===== src/rtl/game_controller_pkg.sv =====
// Shared definitions for the stacking-game round sequencer: state encoding and widths.
package game_controller_pkg;

  localparam int STATE_W     = 3;
  localparam int SCORE_W_DEF = 7;
  localparam int CNT_W       = 4;

  typedef enum logic [STATE_W-1:0] {
    ST_IDLE      = 3'd0,
    ST_COUNTDOWN = 3'd1,
    ST_PLAY      = 3'd2,
    ST_PAUSE     = 3'd3,
    ST_OVER      = 3'd4
  } game_state_e;

endpackage


===== src/rtl/btn_edge.sv =====
// Rising-edge detector for a debounced button level. The history flop resets to 1
// so a button held through reset produces no event.
module btn_edge (
  input  logic clk,
  input  logic rst,
  input  logic lvl,
  output logic rise
);

  logic lvl_q;

  always_ff @(posedge clk or negedge rst) begin
    if (!rst) lvl_q <= 1'b1;
    else      lvl_q <= lvl;
  end

  assign rise = lvl & ~lvl_q;

endmodule


===== src/rtl/game_controller.sv =====
// Round sequencer: IDLE -> COUNTDOWN -> PLAY <-> PAUSE -> OVER, with registered enables.
// Optional session high score is built when GAME_CTRL_HIGH_SCORE_EN is defined.
module game_controller
  import game_controller_pkg::*;
#(
  parameter int COUNTDOWN_SECS = 3,
  parameter int SCORE_W        = SCORE_W_DEF
) (
  input  logic               clk,
  input  logic               rst,
  input  logic               start_lvl,
  input  logic               pause_lvl,
  input  logic               sec_tick,
  input  logic               time_up,
  input  logic [SCORE_W-1:0] score,
  output logic               round_rst,
  output logic               stop,
  output logic               timer_run,
  output logic [CNT_W-1:0]   countdown,
  output logic [STATE_W-1:0] state,
  output logic [SCORE_W-1:0] best_score
);

  logic              start_rise;
  logic              pause_rise;
  game_state_e       state_q;
  game_state_e       state_nxt;
  logic [CNT_W-1:0]  cnt_q;
  logic [CNT_W-1:0]  cnt_nxt;
  logic              round_rst_q;
  logic              stop_q;
  logic              timer_run_q;

  btn_edge u_start_edge (
    .clk  (clk),
    .rst  (rst),
    .lvl  (start_lvl),
    .rise (start_rise)
  );

  btn_edge u_pause_edge (
    .clk  (clk),
    .rst  (rst),
    .lvl  (pause_lvl),
    .rise (pause_rise)
  );

  always_comb begin
    state_nxt = state_q;
    cnt_nxt   = '0;
    if (start_rise) begin
      // A start edge restarts the round from any state, including an illegal one.
      if (COUNTDOWN_SECS == 0) begin
        state_nxt = ST_PLAY;
      end else begin
        state_nxt = ST_COUNTDOWN;
        cnt_nxt   = CNT_W'(COUNTDOWN_SECS);
      end
    end else begin
      case (state_q)
        ST_IDLE: state_nxt = ST_IDLE;
        ST_COUNTDOWN: begin
          cnt_nxt = cnt_q;
          if (sec_tick) begin
            if (cnt_q <= CNT_W'(1)) begin
              cnt_nxt   = '0;
              state_nxt = ST_PLAY;
            end else begin
              cnt_nxt = cnt_q - CNT_W'(1);
            end
          end
        end
        ST_PLAY: begin
          if (time_up)         state_nxt = ST_OVER;
          else if (pause_rise) state_nxt = ST_PAUSE;
        end
        ST_PAUSE: begin
          if (time_up)         state_nxt = ST_OVER;
          else if (pause_rise) state_nxt = ST_PLAY;
        end
        ST_OVER: state_nxt = ST_OVER;
        default: state_nxt = ST_IDLE;
      endcase
    end
  end

  // Outputs are decoded from next-state so they line up with the state register.
  always_ff @(posedge clk or negedge rst) begin
    if (!rst) begin
      state_q     <= ST_IDLE;
      cnt_q       <= '0;
      round_rst_q <= 1'b1;
      stop_q      <= 1'b1;
      timer_run_q <= 1'b0;
    end else begin
      state_q     <= state_nxt;
      cnt_q       <= cnt_nxt;
      round_rst_q <= start_rise;
      stop_q      <= (state_nxt != ST_PLAY);
      timer_run_q <= (state_nxt == ST_PLAY);
    end
  end

`ifdef GAME_CTRL_HIGH_SCORE_EN
  logic [SCORE_W-1:0] best_q;

  // Only rst clears the high score; a new round keeps it.
  always_ff @(posedge clk or negedge rst) begin
    if (!rst) begin
      best_q <= '0;
    end else if ((state_nxt == ST_OVER) && (state_q != ST_OVER) && (score > best_q)) begin
      best_q <= score;
    end
  end

  assign best_score = best_q;
`else
  logic unused_score;
  assign unused_score = ^score;
  assign best_score   = '0;
`endif

  assign round_rst = round_rst_q;
  assign stop      = stop_q;
  assign timer_run = timer_run_q;
  assign countdown = cnt_q;
  assign state     = state_q;

endmodule

===== config.mk =====
export PLATFORM = sky130hd
export DESIGN_NAME = game_controller
export DESIGN_NICKNAME = d
export VERILOG_FILES = /design/src/rtl/game_controller_pkg.sv /design/src/rtl/btn_edge.sv /design/src/rtl/game_controller.sv
export SDC_FILE = /design/constraint.sdc
export NUM_CORES = 1
export LEC_CHECK = 0
export ABC_AREA = 1
export CELL_PAD_IN_SITES_DETAIL_PLACEMENT = 0
export CELL_PAD_IN_SITES_GLOBAL_PLACEMENT = 1
export CORE_MARGIN = 2
export CORE_UTILIZATION = 31
export CTS_CLUSTER_SIZE = 12
export DETAILED_ROUTE_END_ITERATION = 8
export PLACE_DENSITY_LB_ADDON = 0.1
export SETUP_SLACK_MARGIN = 0.02
export SKIP_CTS_REPAIR_TIMING = 1
export SYNTH_ARGS = -nofsm -noshare
export SYNTH_HDL_FRONTEND = slang
export SYNTH_SLANG_ARGS = --single-unit

===== constraint.sdc =====
create_clock -name clk -period 2.15 [get_ports clk]
set_input_delay 0.3225 -clock clk [delete_from_list [all_inputs] [get_ports clk]]
set_output_delay 0.3225 -clock clk [all_outputs]
set_load 0.01 [all_outputs]

== Word-level counts from Yosys, hierarchy flattened ==
Cells that the tools add are included.
Widths: inputs -> output; s select.

* Bits in registers: 12
* Bits in latches: 0
* Bits in writable memories: 0
* ROM bits: 0
* Bits of input ports: 13
* Output and inout bits: 17
* Logic and storage cells: 32
* Memories: 0

* $add $sub $neg: 1
* Multipliers: 0
* Div/mod/pow operators: 0
* Magnitude comparators: 1
* Eq/ne operators: 7
* Shift operators: 0
* Multiplexer cells: 12
* Bitwise gates (word level): 4
* Reduce and logical (&&, ||, !) cells: 0

{| class="wikitable"
|+ Operator list
! operator !! count
|-
| $mux 3 || 7
|-
| $mux 4 || 4
|-
| $pmux 3 s4 || 1
|-
| $eq 3x2->1 const B || 3
|-
| $le 4x1->1 const B || 1
|-
| $sub 4x1->4 const B || 1
|-
| $eq 3x1->1 const B || 1
|-
| $eq 3x3->1 const B || 1
|-
| $ne 3x2->1 const B || 1
|-
| $ne 3x3->1 const B || 1
|-
| $and 1x1->1 || 2
|-
| $not 1->1 || 2
|}

== Longest topological paths before layout ==
* Depth after elaboration: 7
* Mapped depth: 9

== Hierarchy ==
A second synthesis with hierarchy kept.

* Cell total of the unflattened synthesis: 81
* Area total of the unflattened synthesis: 680.7 µm²

{| class="wikitable"
|+ By module, submodules not included
! module !! times used !! cells an instance !! area an instance (µm²)
|-
| game_controller || 1 || 75 || 608.1
|-
| btn_edge || 2 || 3 || 36.3
|}

== Worst setup path after synthesis ==
Ideal clock, no wire load.

* Kind: reg2reg
* From: reg cnt_q[0], in the netlist countdown[0]
* To: reg timer_run_q, in the netlist timer_run
* Library setup time: 0.117 ns
* Arrival time: 1.117 ns
* Setup slack: 0.916 ns
* Cell stages (with the launch flop): 9
* Path buffers: 0
* Period minus slack after synthesis: 1.234 ns
* Path through: dfrtp_1 inv_1 ha_1 inv_1 nand2_1 nand3_1 nand2_1 nand3_1 nor2_2

* Cells in the longest elaborated chain, start to end: 6

{| class="wikitable"
|+ Ends and longest elaborated chain
! what !! RTL line !! RTL
|-
| from (decl) || game_controller.sv:28 || <nowiki>logic [CNT_W-1:0] cnt_q;</nowiki>
|-
| from (signal assigned) || game_controller.sv:97 || <nowiki>cnt_q <= cnt_nxt;</nowiki>
|-
| $le 4x1->1 || game_controller.sv:65 || <nowiki>if (cnt_q <= CNT_W'(1)) begin</nowiki>
|-
| $mux 3 || game_controller.sv:65 ||
|-
| $mux 3 || game_controller.sv:64 || <nowiki>if (sec_tick) begin</nowiki>
|-
| $pmux 3 s4 || game_controller.sv:60 || <nowiki>case (state_q)</nowiki>
|-
| $mux 3 || game_controller.sv:51 || <nowiki>if (start_rise) begin</nowiki>
|-
| net state_nxt[0] || game_controller.sv:27 || <nowiki>game_state_e state_nxt;</nowiki>
|-
| $eq 3x2->1 || game_controller.sv:100 || <nowiki>timer_run_q <= (state_nxt == ST_PLAY);</nowiki>
|-
| to (signal assigned) || game_controller.sv:100 ||
|-
| to (decl) || game_controller.sv:32 || <nowiki>logic timer_run_q;</nowiki>
|}

The timed path passes the listed nets, and every way through them passes these cells.
A chain may end at the register's enable or synchronous reset.

== Final worst setup path ==
* From: reg state_q[0], in the netlist state[0]
* To: out state[0]

{| class="wikitable"
|+ RTL lines
! what !! RTL line !! RTL
|-
| from (decl) || game_controller.sv:26 || <nowiki>game_state_e state_q;</nowiki>
|-
| from (signal assigned) || game_controller.sv:96 || <nowiki>state_q <= state_nxt;</nowiki>
|-
| to (decl) || game_controller.sv:20 || <nowiki>output logic [STATE_W-1:0] state,</nowiki>
|}

No word-level cell between the ends.

==> flow_summary_export.csv <==
group,metric,value,unit
outcome,status,"complete, no violations",
sta,period_minus_slack,1.66,ns
synthesis,ys_seq_area_share,43.2,%
synthesis,yosys_warnings,0,
clocking,cts-htree-levels,1,
sta,rsz0062_at_grt,"false",
global_routing,grt_pass1_vias,565,
power_and_ir_drop,intPower,681,uW
worst_setup_path,cp.arrival,1.34,ns
detailed_routing,dr.pass1.iters,3,
synthesis,synthArstFlopShare,100,%
detailed_routing,route.detailed.drc,0,
power_and_ir_drop,total_power,1.18,mW
power_and_ir_drop,power_switching,501,uW
global_routing,antenna_found_initial,0,
worst_setup_path,max_stage_delay,0.59,ns
sta,slew_headroom,61.4,%
worst_setup_path,crit_chain,"clkdlybuf4s50_1",
worst_setup_path,cp-start-kind,"flop",
global_routing,track_usage,12.0,%
synthesis,synth-edff-count,0,
cells_and_area,final_nets,121,
detailed_routing,ant_nets,0,
floorplanning,dieArea,2680,um^2
power_and_ir_drop,p_sw_share,42.3,%
clocking,root_buffer,"clkbuf_4",
worst_setup_path,cp_num_buf_inv,1,
floorplanning,row_count,17,
floorplanning,start_util,32.3,%
cells_and_area,drive_above_1_share,21.0,%
cells_and_area,register_area,305,um^2
sta,hold_violations,0,
synthesis,syn_inst,87,
cells_and_area,multiInputGateArea,319,um^2
sta,clock.fmax,602,MHz
placed_design,gp_congestion,0.696,
detailed_routing,drt_wl_total,1340,um
sta,hold_slack,0.413,ns
hold_path,hp-class,"input port to async pin",
clocking,cts_buffers,3,
power_and_ir_drop,clkPwrFrac,15.3,%
synthesis,synth_cell_types,21,
floorplanning,coreArea,2190,um^2
worst_setup_path,crit_family,"buffers and inverters",
sta,setup_ws,0.488,ns
cells_and_area,final_cells,133,
cells_and_area,synthToLayoutAreaGrowth,27.1,%
synthesis,syn_area_per_cell,8.13,um^2
detailed_routing,wl_per_cell,10.1,um
global_routing,grt_max_degree,13,
sta,worst_pin_slew,0.578,ns
worst_setup_path,cpMaxStageDelayCell,"clkdlybuf4s50_1",
placed_design,pre_cts_ws,0.675,ns
power_and_ir_drop,p_leak,0.447,nW
sta,maxSlewViolCount,0,
detailed_routing,viasPerCell,4.32,
worst_setup_path,worst_setup_path_end_kind,"output port",
flow_run,cap_violations,0,
clocking,cts.clk_slew.worst_paths,0.08,ns
worst_setup_path,critPathRequiredTime,1.83,ns
sta,finalClockSkew,0.00530,ns
worst_setup_path,critPathKind,"flop to output port",
clocking,clockBufferDepth,2,
power_and_ir_drop,vdd_ir_drop_max,663,uV
cells_and_area,fill_cells,236,
detailed_routing,num_vias,575,
cells_and_area,diodes,0,
power_and_ir_drop,p_seq_share,32.7,%
global_routing,grt_pass1_wl,2310,um
placed_design,dp.cells,129,
placed_design,dp_hpwl,1090,um
synthesis,ys.flop_type,"dfrtp_1",
clocking,insertion_delay,0.27,ns
detailed_routing,drt_iter0_drc,2,
clocking,cts_sinks,12,
synthesis,synth_seq_cells,12,
power_and_ir_drop,power_density,1320,nW/um^2
placed_design,port_buffers,15,
power_and_ir_drop,pwr-share-comb,52.0,%
floorplanning,die_h,51.8,um
clocking,cts_tree,"done",
sta,period_share,77.3,%
global_routing,grt-ovfl-total,0,
floorplanning,io_pins,30,
worst_setup_path,cp_max_fo,6,
synthesis,synth_area,707,um^2
floorplanning,fp.dieW,51.8,um
sta,timing.setup.tns,0,ns
sta,finalSetupViolCount,0,
==> cell type report <==
type	count	area share (%)
tap	28	3.90
inverter	14	5.85
sequential	12	34.0
timing repair buffer	15	16.7
multi-input combinational	60	35.5
clock buffer	4	4.04
==> metal layers <==
layer	vias to the layer above	wire length, um	track usage [%]
li1	292	-	-
met1	268	603	13.6
met2	13	672	21.4
met3	2	48	1.72
met4	0	17	6.58
met5	-	0	0
==> power groups by stage <==
stage	logic [mW]	registers, mW	clock network (mW)
final	0.615	0.387	0.180
after global routing	0.703	0.405	0.200
after CTS	0.626	0.388	0.185
after detailed placement	0.625	0.391	0
after global placement	0.614	0.391	0
after floorplan	0.377	0.409	0
==> state kept, by name (all words and copies together), names as in the netlist <==
register / count
u_start_edge.lvl_q: 1
round_rst: 1
u_pause_edge.lvl_q: 1
state: 3
timer_run: 1
stop: 1
countdown: 4
==> kinds of logic (layout without fill, tap and decap cells) <==
family | count (synthesis) | after routing | synth area share, %
fa+ha+maj | 2 | 2 | 3.54
compound gates | 5 | 5 | 5.31
simple gates | 46 | 46 | 32.6
buf+inv | 21 | 33 | 14.9
flops | 12 | 12 | 43.2
other cells | 1 | 7 | 0.530
==> path summary, 6_finish.rpt <==
check / from / endpoint / slack (ns) / cells past startpoint
worst max-delay path: state[0] / state[0] / 0.49 / 1
min in group clk: pause_lvl / u_pause_edge.lvl_q / 0.51 / 1
worst max register to register: countdown[0] / countdown[3] / 0.80 / 7
worst min register to register: countdown[1] / countdown[1] / 0.58 / 2
max in group asynchronous: rst / stop / 1.36 / 1
worst min-delay path: rst / state[2] / 0.41 / 1
==> per-stage QoR <==
stage	area [um^2]	utilization, %
floorplan	729	-
global placement	862	39.3
detailed placement	862	39.3
CTS	898	41.0
global route	898	41.0
finish	898	41.0
==> cells in the mapped netlist, types with 3 or more instances <==
master,number,area [um^2]
nand2_1,13,48.8
nor2_1,12,45.0
inv_1,11,41.3
dfrtp_1,8,200
buf_4,7,52.6
nand3_1,7,35.0
dfstp_2,4,105
nor3_1,4,20.0
inv_2,3,11.3
nand2_2,3,18.8
==> layout by cell type, fill, tap and decap left out, drive strengths merged, types with 4 or more instances in the layout <==
cell           instances
nand2                 18
dfrtp                  8
nor2                  15
dfstp                  4
clkdlybuf4s50         15
clkbuf                 4
inv                   14
conb                   7
nor3                   4
nand3                  8
Power figures use the tool's default switching activity.
